$ cat config.mk
export PLATFORM = sky130hd
export DESIGN_NAME = freq_monitor
export DESIGN_NICKNAME = d
export VERILOG_FILES = /design/src/rtl/freq_monitor_pkg.sv /design/src/rtl/freq_monitor_lock.sv /design/src/rtl/freq_monitor.sv
export SDC_FILE = /design/constraint.sdc
export NUM_CORES = 1
export LEC_CHECK = 0
export BUFFER_PORTS_ARGS = -buffer_cell sky130_fd_sc_hd__buf_2
export CAP_MARGIN = 15
export CORE_MARGIN = 10
export CORE_UTILIZATION = 41
export CTS_CLUSTER_DIAMETER = 100
export DETAILED_ROUTE_END_ITERATION = 6
export PLACE_DENSITY = 0.64
export SLEW_MARGIN = 20
export SYNTH_ARGS = -nofsm -noshare
export SYNTH_HDL_FRONTEND = slang
export SYNTH_SLANG_ARGS = --single-unit
$ cat constraint.sdc
create_clock -name clk -period 3.95 [get_ports clk]
set_input_delay 0.79 -clock clk [delete_from_list [all_inputs] [get_ports clk]]
set_output_delay 0.79 -clock clk [all_outputs]
set_load 0.05 [all_outputs]
$ cat src/rtl/freq_monitor_pkg.sv
// Shared types and constants for the frequency monitor.
package freq_monitor_pkg;

  // Width of the polled count register and of the window bounds
  localparam int unsigned CountW = 32;

  // Default parameter values for the monitor
  localparam int unsigned DefPollCycles    = 50000;
  localparam int unsigned DefReadLatency   = 1;
  localparam int unsigned DefTimeoutCycles = 256;
  localparam int unsigned DefLockCount     = 4;
  localparam int unsigned DefAddrW         = 4;
  localparam int unsigned DefCsrAddr       = 0;

  typedef enum logic [2:0] {
    StIdle,
    StWait,
    StReq,
    StLat,
    StEval
  } state_e;

  // Inclusive unsigned window test; an inverted window (lo > hi) never matches
  function automatic logic in_window(input logic [CountW-1:0] v,
                                     input logic [CountW-1:0] lo,
                                     input logic [CountW-1:0] hi);
    return (v >= lo) && (v <= hi);
  endfunction

endpackage

$ cat src/rtl/freq_monitor_lock.sv
// Sample qualification: window compare, saturating lock hysteresis and status registers.
module freq_monitor_lock
  import freq_monitor_pkg::*;
#(
  parameter int unsigned LOCK_COUNT = DefLockCount
) (
  input  logic              clk,
  input  logic              reset,
  input  logic [CountW-1:0] sample,
  input  logic              update,
  input  logic              clear,
  input  logic [CountW-1:0] freq_min,
  input  logic [CountW-1:0] freq_max,
  output logic [CountW-1:0] freq_value,
  output logic              in_range,
  output logic              clk_absent,
  output logic              locked
);

  localparam int unsigned CntW = $clog2(LOCK_COUNT + 1);

  logic [CntW-1:0] lock_cnt_q;
  logic [CntW-1:0] lock_cnt_d;
  logic            hit;

  // Next lock count: saturate on in-window samples, restart on any miss
  always_comb begin
    hit        = in_window(sample, freq_min, freq_max);
    lock_cnt_d = '0;
    if (hit) begin
      if (lock_cnt_q == CntW'(LOCK_COUNT)) begin
        lock_cnt_d = lock_cnt_q;
      end else begin
        lock_cnt_d = lock_cnt_q + CntW'(1);
      end
    end
  end

  // Status registers; a bus timeout drops lock without touching the last sample
  always_ff @(posedge clk or posedge reset) begin
    if (reset) begin
      lock_cnt_q <= '0;
      locked     <= 1'b0;
      freq_value <= '0;
      in_range   <= 1'b0;
      clk_absent <= 1'b0;
    end else if (clear) begin
      lock_cnt_q <= '0;
      locked     <= 1'b0;
    end else if (update) begin
      lock_cnt_q <= lock_cnt_d;
      locked     <= (lock_cnt_d == CntW'(LOCK_COUNT));
      freq_value <= sample;
      in_range   <= hit;
      clk_absent <= (sample == '0);
    end
  end

endmodule

$ cat src/rtl/freq_monitor.sv
// Periodic Avalon-MM poller of a frequency counter register with lock and alarm status.
module freq_monitor
  import freq_monitor_pkg::*;
#(
  parameter int unsigned POLL_CYCLES    = DefPollCycles,
  parameter int unsigned READ_LATENCY   = DefReadLatency,
  parameter int unsigned TIMEOUT_CYCLES = DefTimeoutCycles,
  parameter int unsigned LOCK_COUNT     = DefLockCount,
  parameter int unsigned ADDR_W         = DefAddrW,
  parameter int unsigned CSR_ADDR       = DefCsrAddr
) (
  input  logic              clk,
  input  logic              reset,
  input  logic              enable,
  input  logic              err_clear,
  input  logic [CountW-1:0] freq_min,
  input  logic [CountW-1:0] freq_max,
  output logic [ADDR_W-1:0] mst_address,
  output logic              mst_read,
  input  logic              mst_waitrequest,
  input  logic [CountW-1:0] mst_readdata,
  output logic [CountW-1:0] freq_value,
  output logic              freq_valid,
  output logic              in_range,
  output logic              locked,
  output logic              clk_absent,
  output logic              bus_timeout
);

  localparam int unsigned TimerW = $clog2(POLL_CYCLES);
  localparam int unsigned StallW = $clog2(TIMEOUT_CYCLES + 1);
  localparam int unsigned LatW   = (READ_LATENCY > 1) ? $clog2(READ_LATENCY) : 1;

  state_e              state_q;
  logic [TimerW-1:0]   timer_q;
  logic                pending_q;
  logic [StallW-1:0]   stall_q;
  logic [LatW-1:0]     lat_q;
  logic [CountW-1:0]   sample_q;
  logic                tick;
  logic                take_tick;
  logic                timeout_hit;

  assign tick        = enable && (timer_q == TimerW'(POLL_CYCLES - 1));
  assign take_tick   = (state_q == StWait) && enable && pending_q;
  assign timeout_hit = (state_q == StReq) && mst_waitrequest &&
                       (stall_q == StallW'(TIMEOUT_CYCLES - 1));

  assign mst_read    = (state_q == StReq);
  assign mst_address = mst_read ? ADDR_W'(CSR_ADDR) : '0;

  // Poll period timer, parked at zero while disabled
  always_ff @(posedge clk or posedge reset) begin
    if (reset) begin
      timer_q <= '0;
    end else if (!enable || tick) begin
      timer_q <= '0;
    end else begin
      timer_q <= timer_q + TimerW'(1);
    end
  end

  // Single pending-tick flag; ticks landing on a set flag are lost
  always_ff @(posedge clk or posedge reset) begin
    if (reset) begin
      pending_q <= 1'b0;
    end else if (take_tick) begin
      pending_q <= 1'b0;
    end else if (tick) begin
      pending_q <= 1'b1;
    end
  end

  // Read transaction sequencer with stall timeout and fixed-latency capture
  always_ff @(posedge clk or posedge reset) begin
    if (reset) begin
      state_q    <= StIdle;
      stall_q    <= '0;
      lat_q      <= '0;
      sample_q   <= '0;
      freq_valid <= 1'b0;
    end else begin
      freq_valid <= (state_q == StEval);
      unique case (state_q)
        StIdle: begin
          if (enable) state_q <= StWait;
        end
        StWait: begin
          // Disable wins so a late tick cannot start a read after shutdown
          if (!enable) begin
            state_q <= StIdle;
          end else if (pending_q) begin
            state_q <= StReq;
            stall_q <= '0;
          end
        end
        StReq: begin
          if (!mst_waitrequest) begin
            state_q <= StLat;
            lat_q   <= '0;
          end else if (timeout_hit) begin
            state_q <= StWait;
          end else begin
            stall_q <= stall_q + StallW'(1);
          end
        end
        StLat: begin
          if (lat_q == LatW'(READ_LATENCY - 1)) begin
            sample_q <= mst_readdata;
            state_q  <= StEval;
          end else begin
            lat_q <= lat_q + LatW'(1);
          end
        end
        StEval: begin
          state_q <= StWait;
        end
        default: begin
          state_q <= StIdle;
        end
      endcase
    end
  end

  // Sticky timeout flag; a new timeout overrides a simultaneous clear
  always_ff @(posedge clk or posedge reset) begin
    if (reset) begin
      bus_timeout <= 1'b0;
    end else if (timeout_hit) begin
      bus_timeout <= 1'b1;
    end else if (err_clear) begin
      bus_timeout <= 1'b0;
    end
  end

  freq_monitor_lock #(
    .LOCK_COUNT (LOCK_COUNT)
  ) u_lock (
    .clk        (clk),
    .reset      (reset),
    .sample     (sample_q),
    .update     (state_q == StEval),
    .clear      (timeout_hit),
    .freq_min   (freq_min),
    .freq_max   (freq_max),
    .freq_value (freq_value),
    .in_range   (in_range),
    .clk_absent (clk_absent),
    .locked     (locked)
  );

endmodule

# --- Word level (Yosys, flattened, before mapping) ---
# Index checks and enable logic that the tools add are counted.
classes:
  n_addsub: 4
  magnitude_cmp: 2
  eq_ne: 17
  n_mux: 26
  bitwise: 2
  n_reduce_logical: 20
op_table:
  columns: ["cell", "n"]
  rows:
  - ["$mux 9", 4]
  - ["$ge 32x32->1", 1]
  - ["$le 32x32->1", 1]
  - ["$logic_not 32->1", 1]
  - ["$mux 3", 10]
  - ["$pmux 9 s2", 1]
  - ["$add 16x1->16 const B", 1]
  - ["$eq 16x16->1 const B", 1]
  - ["$mux 16", 1]
  - ["$pmux 3 s5", 1]
  - ["$ne 2x2->1 const B", 6]
  - ["$reduce_bool 2->1", 5]
  - ["$add 9x1->9 const B", 1]
  - ["$eq 3x3->1 const B", 3]
  - ["$eq 9x8->1 const B", 1]
  - ["$mux 1", 8]
  - ["$eq 3x2->1 const B", 2]
  - ["$logic_and 1x1->1", 6]
  - ["$reduce_and 2->1", 3]
  - ["$reduce_and 5->1", 1]
  - ["$reduce_and 4->1", 1]
  - ["$add 3x1->3 const B", 1]
  - ["$eq 3x1->1 const B", 1]
  - ["$logic_not 3->1", 1]
  - ["8 further kinds", 9]
totals:
  reg_bits: 102
  in_bits: 101
  output_inout_bits: 42
  word_cells: 84

# --- Logic depth before layout (Yosys ltp) ---
# Gate-level depths: netlist (run 1).
logic_depth:
  depth_word: 6
  ltp_mapped: 10
  ltp_nobuf: 10

# --- Cells and area by module ---
# From an unflattened synthesis (run 1), not the netlist that was laid out.
unflattened:
  cells_unflattened: 703
  area_unflattened_um2: 5983.2
by_module_without_submodules:
  columns: ["module", "instances", "cells_each", "area_per_inst_um2", "seq_area_each_um2"]
  rows:
  - ["freq_monitor_lock", 1, 406, 3236.9, 950.9]
  - ["freq_monitor", 1, 297, 2746.4, 1576.5]

# --- Worst setup path after synthesis (run 1) ---
# OpenSTA, ideal clock, no wires.
synth_path:
  path_kind: "input to register"
  startpoint: "in freq_min[13]"
  endpoint: "reg u_lock.lock_cnt_q[1]"
  setup_ns: 0.121
  arrival_ns: 2.368
  t_required_ns: 3.829
  setup_slack_ns: 1.461
  stages: 9
  n_path_buf: 0
  cell_sequence: "inv_1 ha_1 a21oi_1 nor2b_1 o21ai_0 or2b_2 o311ai_2 a2bb2oi_2 a22o_2"
synth_via:
  elab_chain_cells: 5
synth_rtl:
  columns: ["element", "line_no", "rtl"]
  rows:
  - ["start, declared", "freq_monitor.sv:16", "input logic [CountW-1:0] freq_min,"]
  - ["$ge 32x32->1", "freq_monitor_pkg.sv:27", "return (v >= lo) && (v <= hi);"]
  - ["$logic_and 1x1->1", "freq_monitor_pkg.sv:27", null]
  - ["$mux 3", "freq_monitor_lock.sv:30", "if (hit) begin"]
  - ["$mux 3", "freq_monitor_lock.sv:50", "end else if (update) begin"]
  - ["$mux 3", "freq_monitor_lock.sv:47", "end else if (clear) begin"]
  - ["end signal, assigned", "freq_monitor_lock.sv:51", "lock_cnt_q <= lock_cnt_d;"]
  - ["end, declared", "freq_monitor_lock.sv:22", "logic [CntW-1:0] lock_cnt_q;"]
# No other way between the ends. The select of a mux whose other input is x is not followed.
# A chain may end at the register's enable or synchronous reset.

# --- Worst setup path in the final report (run 1) ---
layout_path:
  startpoint: "reg state_q[2]"
  endpoint: "reg u_lock.lock_cnt_q[2]"
layout_via:
  elab_chain_cells: 4
  elab_cells_between_ends: 6
  classes_between: "eq/ne (2); mux (1); reduce/logical (3)"
layout_rtl:
  columns: ["element", "line_no", "rtl"]
  rows:
  - ["start, declared", "freq_monitor.sv:34", "state_e state_q;"]
  - ["start signal, assigned", "freq_monitor.sv:77", "state_q <= StIdle;"]
  - ["start signal, assigned", "freq_monitor.sv:86", "if (enable) state_q <= StWait;"]
  - ["start signal, assigned", "freq_monitor.sv:91", "state_q <= StIdle;"]
  - ["$eq 3x2->1", "freq_monitor.sv:46", "assign timeout_hit = (state_q == StReq) && mst_waitrequest &&"]
  - ["$logic_and 1x1->1 (2 in a row)", "freq_monitor.sv:46", null]
  - ["$mux 3 or $reduce_bool 2->1 (tied branches)", null, null]
# Parallel ways exist; a longest one is shown, timed or not.

==> reports/results.ini, run 1 <==
[grt]
grt.busiest_layer = met2
grt-ovfl-total = 0
use_met3 = 0.0411
grt_use_met2 = 0.274
antenna_found_initial = 0
grt_max_degree = 82
grtUsageMet1 = 0.204
grt_pass1_vias = 5220
grt_pass1_wl_um = 26300
grt_util_all_layers = 0.165

[clock_network]
post_cts_buffers = 0
numCtsBuffers = 9
clk_root_buffer_cell = clkbuf_16
insertion_delay_ns = 0.35
clockBufferDepth = 2
cts_sinks = 101
cts_resized = 0
ctsHoldBuffers = 0
cts_tree = built
clk_pin_slew_ns = 0.07
cts_htree_levels = 3

[outcome]
outcome = complete, no violations

[power_and_ir_drop]
p_total_mw = 2.19
cellPowerDensity_nw_per_um2 = 314
vdd_ir_drop_max_mv = 0.196
p_leak_nw = 3.87

[final_layout]
drive_gt1_frac = 0.271
mostFrequentLayoutCell = buf_2
antenna_cells = 0
final_cell_mix = buf_2, nand2_1, dfrtp_1, inv_1, ha_1
fillers = 1330
nets = 929
syn_to_final_growth_pct = 20.0

[critical_path]
r2r_cells = 7
cp-start-kind = flop
endpoint_kind = flop
cp.required_ns = 4.22
arrival_ns = 2.76
crit_type = flop to flop
cp_max_fo = 39

[timing]
relSlewSlack = 0.292
slew_violations = 0
rsz0062_at_grt = false
fin_tns_setup_ns = 0
fmax_ghz = 0.403
fin_skew_ns = 0.00841
setup_ws_ns = 1.47
finalHoldViolCount = 0
setup_viol = 0
min_period_over_period = 0.629
tightest_slew_ns = 1.06
min_period_ns = 2.48

[floorplan]
die_h_um = 139
start_util = 0.419
die_area_um2 = 19400
die_w_um = 139
io_pins = 143
core_area_um2 = 13900
rows = 43

[logic_synthesis]
synth_compound_area_frac = 0.0845
yosysWarnings = 0
synth-xor-area-share = 0.0301
synth.area.top_cells = dfrtp_1, ha_1, nand2_1
synth_edf_count = 0
synth_top_area_cell = dfrtp_1
synthesis.area_um2 = 5820
ys_types = 49
synth_cells = 620
synthArstFlopShare = 1.00
synthFlopType = dfrtp_1
synth_mux_area_frac = 0.0600
synth_top_family_by_area = simple AND/OR/NAND/NOR gates
synth_fa_ha_area_frac = 0.148
yosys.area_share.simple = 0.182
yosysTopAreaCellShare = 0.434
ys_seq_area_frac = 0.434
synth_seq_cells = 101
syn_area_per_cell_um2 = 9.38

[drt]
drt_wl_total_um = 15900
antenna_left = 0
route.detailed.drc = 0
routedWlPerCell_um = 16.9
avgViaCountPerCell = 5.05
drt_iter0_drc = 275
drt_pass1_iterations = 5
vias = 4762

[placement]
routabilityCongestion = 0.881
portBuffers = 138
pre_cts_ws_ns = 1.13
dp_hpwl_um = 12500

[worst_hold_path]
hold_depth = 1
hold_path_class = flop to flop

[run]
max_cap_violations = 0

-- flip-flops by register name, summed over array words and instances, names as in the netlist, 3 cells and up --
register and cells:
sample_q 32, state_q 3, u_lock.lock_cnt_q 3, timer_q 16
stall_q 9, u_lock.freq_value 32
-- metrics by stage --
step / area (um^2) / hold slack, ns / instances / util
floorplan: 5830 / 0.425 / 623 / -
global placement: 6690 / 0.440 / 928 / 0.482
detailed placement: 6690 / 0.458 / 928 / 0.482
CTS: 6980 / 0.468 / 943 / 0.503
global route: 6980 / 0.506 / 943 / 0.503
finish: 6980 / 0.460 / 943 / 0.503
-- metal layers --
metal | share of wire | up-vias
met5 | 0 | -
met4 | 0.016 | 0
met3 | 0.056 | 17
met2 | 0.47 | 139
met1 | 0.46 | 2254
li1 | - | 2352
-- final timing paths --
check                            from                    to  slack (ns)
max                        state_q[2]  u_lock.lock_cnt_q[2]        1.47
min                        timer_q[0]            timer_q[0]        0.46
max reg2reg                state_q[2]  u_lock.lock_cnt_q[2]        1.47
min reg2reg                timer_q[0]            timer_q[0]        0.46
max in group asynchronous       reset  u_lock.freq_value[3]        2.62
min in group asynchronous       reset            stall_q[5]        0.57
-- synth_stat cells, drive strengths merged, types with 2 or more instances --
cell,n
buf,9
inv,73
xor2,11
nor2,41
or2,2
o21ai,20
nand2,122
a31oi,3
xnor2,9
o211ai,2
nor2b,7
nand3,15
and2,2
a211oi,4
dfrtp,101
a21oi,28
a21o,9
nor3,4
clkbuf,7
nor4,10
and4,3
nand4,15
and3,5
nand3b,3
ha,69
mux2,31
a22o,3
-- where the power goes --
part / internal, mW / leakage (nW) / switching [mW]
registers: 1.05 / 1.32 / 0.0306
logic: 0.117 / 2.40 / 0.135
clock network: 0.463 / 0.142 / 0.393
total: 1.63 / 3.87 / 0.558
-- cell type report --
class	instances	area, um^2	share of cell area
multi-input cells	433	2950	0.423
flip-flops and latches	101	2530	0.362
repair buffers	141	713	0.102
inverters	73	279	0.0400
clock buffers	11	253	0.0362
well taps	180	225	0.0323
clock inverters	4	31.3	0.00448
-- critical path, stage by stage (launching register included) --
cell,delay [ns]
dfrtp_1,0.39
nand2b_1,0.09
or2_2,0.65
inv_1,0.39
buf_4,0.33
a31oi_1,0.32
a21oi_1,0.10
nor2_1,0.13
-- logic make-up (layout without fill, tap and decap cells) --
group | after synthesis | in the layout
mux | 31 | 31
flops | 101 | 101
other cells | 1 | 4
fa+ha+maj | 69 | 69
buf+inv | 89 | 229
simple gates | 233 | 233
xor+xnor | 20 | 20
compound gates | 76 | 76
Note: power is estimated with default switching activity, not from simulation.
==> inputs of run 2 (changes only) <==
--- a/config.mk
+++ b/config.mk
@@ -11,7 +11,7 @@
 export CORE_UTILIZATION = 41
 export CTS_CLUSTER_DIAMETER = 100
 export DETAILED_ROUTE_END_ITERATION = 6
-export PLACE_DENSITY = 0.64
+export PLACE_DENSITY = 0.66
 export SLEW_MARGIN = 20
 export SYNTH_ARGS = -nofsm -noshare
 export SYNTH_HDL_FRONTEND = slang
==> constraint.sdc (replaced) <==
create_clock -name clk -period 2.05 [get_ports clk]
set_input_delay 0.41 -clock clk [delete_from_list [all_inputs] [get_ports clk]]
set_output_delay 0.41 -clock clk [all_outputs]
set_load 0.05 [all_outputs]
==> run 2 against run 1 <==
Net effect:
- the flow now finishes with violations (setup timing)
- critical path depth up 2
- worst hold slack worse by 0.27 ns
- total power up 110%
- highest routed layer unchanged
- non-clock buffer count up 57
- utilization up 4.9 points
- largest power group unchanged
- critical endpoint is now u_lock.lock_cnt_q[1]
- global-route usage up 0.33 points
- count of clock-buffer cells in the layout unchanged
- maximum frequency up 6.2%
- combinational power up 140%
- clock power up 120%
==> reports/results.ini, run 2 (synthesized netlist as in run 1, its figures left out) <==
[floorplan]
rows = 43
die_h_um = 139
die_area_um2 = 19400
start_util = 0.419
core_area_um2 = 13900
io_pins = 143
die_w_um = 139

[outcome]
violations = setup timing
outcome = finished, violations left

[final_layout]
fillers = 1229
final_cell_mix = buf_2, nand2_1, dfrtp_1, inv_1, buf_4
syn_to_final_growth_pct = 31.6
drive_gt1_frac = 0.347
mostFrequentLayoutCell = buf_2
nets = 986
finish.instance_area_um2 = 7660
reg.largest.list = sample_q: 32 flops, u_lock.freq_value: 32 flops, timer_q: 16 flops
antenna_cells = 0

[power_and_ir_drop]
cellPowerDensity_nw_per_um2 = 598
power_frac_seq = 0.453
p_total_mw = 4.58
switching_share = 0.242
p_comb_frac = 0.135
vdd_ir_drop_max_mv = 0.426
netSwitchingPower_mw = 1.11
internal_power_mw = 3.47
clock_power_share = 0.412
p_leak_nw = 4.18

[timing]
fin_skew_ns = 0.00640
rsz0062_at_grt = true
slew_violations = 0
finalHoldViolCount = 0
fmax_ghz = 0.428
setup_ws_ns = -0.288
min_period_ns = 2.34
relSlewSlack = 0.622
tightest_slew_ns = 0.564
min_period_over_period = 1.14
setup_viol = 5

[drt]
drt_wl_total_um = 16500
drt_pass1_iterations = 4
vias = 4975
drt_iter0_drc = 176
route.detailed.drc = 0
wl_met2_um = 8060
drt-met1-wl_um = 7210
route.met3.wl_um = 1000
highest_layer = met4
routedWlPerCell_um = 16.5
antenna_left = 0
avgViaCountPerCell = 4.97

[clock_network]
clockBufferDepth = 2
clk_root_buffer_cell = clkbuf_16
ctsHoldBuffers = 0
numCtsBuffers = 9
cts_sinks = 101
insertion_delay_ns = 0.35
cts_htree_levels = 3
cts_tree = built
clk_pin_slew_ns = 0.07

[critical_path]
arrival_ns = 2.58
crit_type = flop to flop
cp-start-kind = flop
cp.required_ns = 2.29
endpoint_kind = flop
cp_max_fo = 5
r2r_cells = 9

[grt]
grt_max_degree = 102
grt-ovfl-total = 0
grt_pass1_wl_um = 27000
grt_util_all_layers = 0.168
antenna_found_initial = 0
grt_pass1_vias = 5408

[placement]
place_area_um2 = 7040
portBuffers = 138
routabilityCongestion = 0.908
dp_hpwl_um = 12700
pre_cts_ws_ns = -0.350

[worst_hold_path]
hold_path_class = input port to asynchronous set/reset pin

[run]
max_cap_violations = 0

-- run 2: timing repair --
action,4_1_cts,5_1_grt
pin swaps,6,16
endpoints found under the hold margin,0,0
setup buffers,9,4
resized for setup,12,15
endpoints found under the setup margin,5,9
-- run 2: layer usage --
metal  up-vias  track usage
met5         -            0
li1       2475            -
met2       143        0.285
met1      2341        0.203
met4         0       0.0439
met3        16       0.0521
-- run 2: metrics by stage --
step                setup TNS [ns]  hold WS (ns)  std cells  utilization
floorplan                        0         0.425        623            -
global placement             -1.04         0.437        972        0.507
detailed placement           -1.43         0.450        972        0.507
CTS                         -0.872         0.223        997        0.543
global route                 -1.69         0.243       1001        0.552
finish                       -1.12         0.186       1001        0.552
-- run 2: final cells by class --
type | count | area [um^2] | share of cell area
clock buffer | 11 | 253 | 0.0330
tap | 180 | 225 | 0.0294
multi-input combinational | 433 | 3130 | 0.409
clock inverter | 5 | 81.3 | 0.0106
timing repair buffer | 198 | 1150 | 0.151
sequential | 101 | 2530 | 0.331
inverter | 73 | 278 | 0.0363
-- run 2: power groups by stage --
| stage | Combinational (mW) | Clock, mW | Sequential (mW) |
|---|---|---|---|
| after floorplan | 0.312 | 0 | 2.10 |
| after global placement | 0.547 | 0 | 2.11 |
| after detailed placement | 0.570 | 0 | 2.11 |
| after CTS | 0.596 | 1.95 | 2.07 |
| after global routing | 0.702 | 2.03 | 2.08 |
| final | 0.617 | 1.89 | 2.08 |
-- run 2: worst paths after layout --
path	from	endpoint	slack (ns)
setup reg to reg	sample_q[6]	u_lock.lock_cnt_q[1]	-0.29
max in group asynchronous	reset	sample_q[14]	1.40
hold / removal	reset	stall_q[8]	0.19
setup / recovery	sample_q[6]	u_lock.lock_cnt_q[1]	-0.29
min in group clk	err_clear	bus_timeout	0.23
hold reg to reg	timer_q[0]	timer_q[0]	0.46
-- run 2: worst max-delay path, cell delays in order, from the launching register on --
cell	delay, ns
dfrtp_2	0.45
ha_4	0.28
nand4_1	0.13
nor3_2	0.24
a21bo_2	0.24
o211ai_1	0.15
a211oi_2	0.15
a2bb2oi_4	0.20
buf_4	0.15
a22o_4	0.23
==> inputs of run 3 (changes only) <==
--- a/config.mk
+++ b/config.mk
@@ -7,10 +7,11 @@
 export LEC_CHECK = 0
 export BUFFER_PORTS_ARGS = -buffer_cell sky130_fd_sc_hd__buf_2
 export CAP_MARGIN = 15
-export CORE_MARGIN = 10
+export CORE_MARGIN = 1.5
 export CORE_UTILIZATION = 41
 export CTS_CLUSTER_DIAMETER = 100
 export DETAILED_ROUTE_END_ITERATION = 6
+export GPL_TIMING_DRIVEN = 0
 export PLACE_DENSITY = 0.66
 export SLEW_MARGIN = 20
 export SYNTH_ARGS = -nofsm -noshare
==> run 3 against run 2 <==
Net effect:
- critical path depth is the same
- the run still ends with setup timing left
- via count down 2.6%
- cell count shrank 0.70%
==> reports/results.ini, run 3 (synthesized netlist as in run 1, its figures left out) <==
[outcome]
outcome = finished, violations left
violations = setup timing

[final_layout]
final_cell_mix = buf_2, nand2_1, dfrtp_1, inv_1, ha_1
finish.instance_area_um2 = 7580
reg.largest.list = sample_q: 32 flops, u_lock.freq_value: 32 flops, timer_q: 16 flops
antenna_cells = 0
mostFrequentLayoutCell = buf_2
fin_cells = 994
drive_gt1_frac = 0.339
syn_to_final_growth_pct = 30.3
nets = 979

[floorplan]
core_area_um2 = 13900
die_h_um = 122
die_w_um = 122
rows = 43
start_util = 0.419
die_area_um2 = 14900
io_pins = 143

[placement]
place_area_um2 = 6850
dp.cells = 945
dp_hpwl_um = 10900
portBuffers = 138
routabilityCongestion = 0.814

[timing]
whs_ns = 0.0606
setup_viol = 5
slew_violations = 0
tightest_slew_ns = 0.585
rsz0062_at_grt = true
min_period_over_period = 1.11
relSlewSlack = 0.610
finalHoldViolCount = 0
fin_skew_ns = 0.00742
min_period_ns = 2.28
fmax_ghz = 0.438
setup_ws_ns = -0.231

[critical_path]
endpoint_kind = flop
cp-start-kind = flop
crit_type = flop to flop
startpoint = sample_q[11]
cp.required_ns = 2.29
arrival_ns = 2.52
cp_max_fo = 7
r2r-start = sample_q[11]

[drt]
drt_pass1_iterations = 4
drt_wl_total_um = 14300
route.detailed.drc = 0
avgViaCountPerCell = 4.87
vias = 4844
drt_iter0_drc = 207
antenna_left = 0
routedWlPerCell_um = 14.4

[grt]
grt_max_degree = 26
grt_pass1_vias = 4799
grt_util_all_layers = 0.201
grt-ovfl-total = 0
grt_pass1_wl_um = 23300
antenna_found_initial = 0

[run]
max_cap_violations = 0

[clock_network]
clk_pin_slew_ns = 0.07
clockBufferDepth = 2
cts_sinks = 101
clk_root_buffer_cell = clkbuf_16
cts_tree = built
cts_htree_levels = 3
numCtsBuffers = 9
insertion_delay_ns = 0.35
ctsHoldBuffers = 0

[power_and_ir_drop]
cellPowerDensity_nw_per_um2 = 570
vdd_ir_drop_max_mv = 0.444
p_leak_nw = 4.10

[worst_hold_path]
hold_path_class = input port to asynchronous set/reset pin

[run 3: layout make-up]
class / instances / area, um^2
plain buffers: 16 / 81.3
clock buffers: 9 / 225
clock inverters: 7 / 57.6
fillers: 1294 / 6300
inverters: 73 / 278
multi-input cells: 433 / 3130
flip-flops and latches: 101 / 2540
well taps: 180 / 225
repair buffers: 175 / 1040
[run 3: layer usage]
| layer | up-vias | share of wire | track usage |
|---|---|---|---|
| li1 | 2453 | - | - |
| met1 | 2254 | 0.48 | 0.267 |
| met2 | 122 | 0.46 | 0.330 |
| met3 | 15 | 0.047 | 0.0445 |
| met4 | 0 | 0.018 | 0.0574 |
| met5 | - | 0 | 0 |
[run 3: worst paths after layout]
check,to,slack [ns],cells after the start
worst max-delay path,u_lock.in_range,-0.23,9
worst min-delay path,timer_q[1],0.06,2
worst max register to register,u_lock.in_range,-0.23,9
worst min register to register,u_lock.freq_value[21],0.47,2
max in group asynchronous,sample_q[11],0.96,6
min in group clk,bus_timeout,0.23,2
[run 3: power breakdown]
| part | internal, mW | switching, mW | total (mW) |
|---|---|---|---|
| registers | 2.03 | 0.0516 | 2.08 |
| clock network | 0.843 | 0.807 | 1.65 |
| logic | 0.296 | 0.293 | 0.588 |
| total | 3.17 | 1.15 | 4.32 |
[run 3: metrics by stage]
stage                util  total power, mW  TNS, ns  setup WS, ns
floorplan               -             2.42        0       0.00184
global placement    0.486             2.60   -36.76        -0.440
detailed placement  0.494             2.64    -4.80        -0.438
CTS                 0.534             4.34   -0.955        -0.199
global route        0.546             4.55    -1.42        -0.304
finish              0.546             4.32   -0.917        -0.231
[run 3: timing repair]
action,4_1_cts,5_1_grt
pin swaps,10,14
setup endpoints to repair,36,30
setup buffers,19,14
cloned,0,0
gates resized for setup,17,21
[run 3: critical path, stage by stage, from the launching register on]
cell and delay [ns]:
dfrtp_2 0.45, ha_4 0.28, nand4_1 0.14, nor3_2 0.23, a21bo_2 0.24, o211ai_1 0.17, a211oi_2 0.15, a2bb2oi_4 0.22
buf_6 0.13, a21o_2 0.17
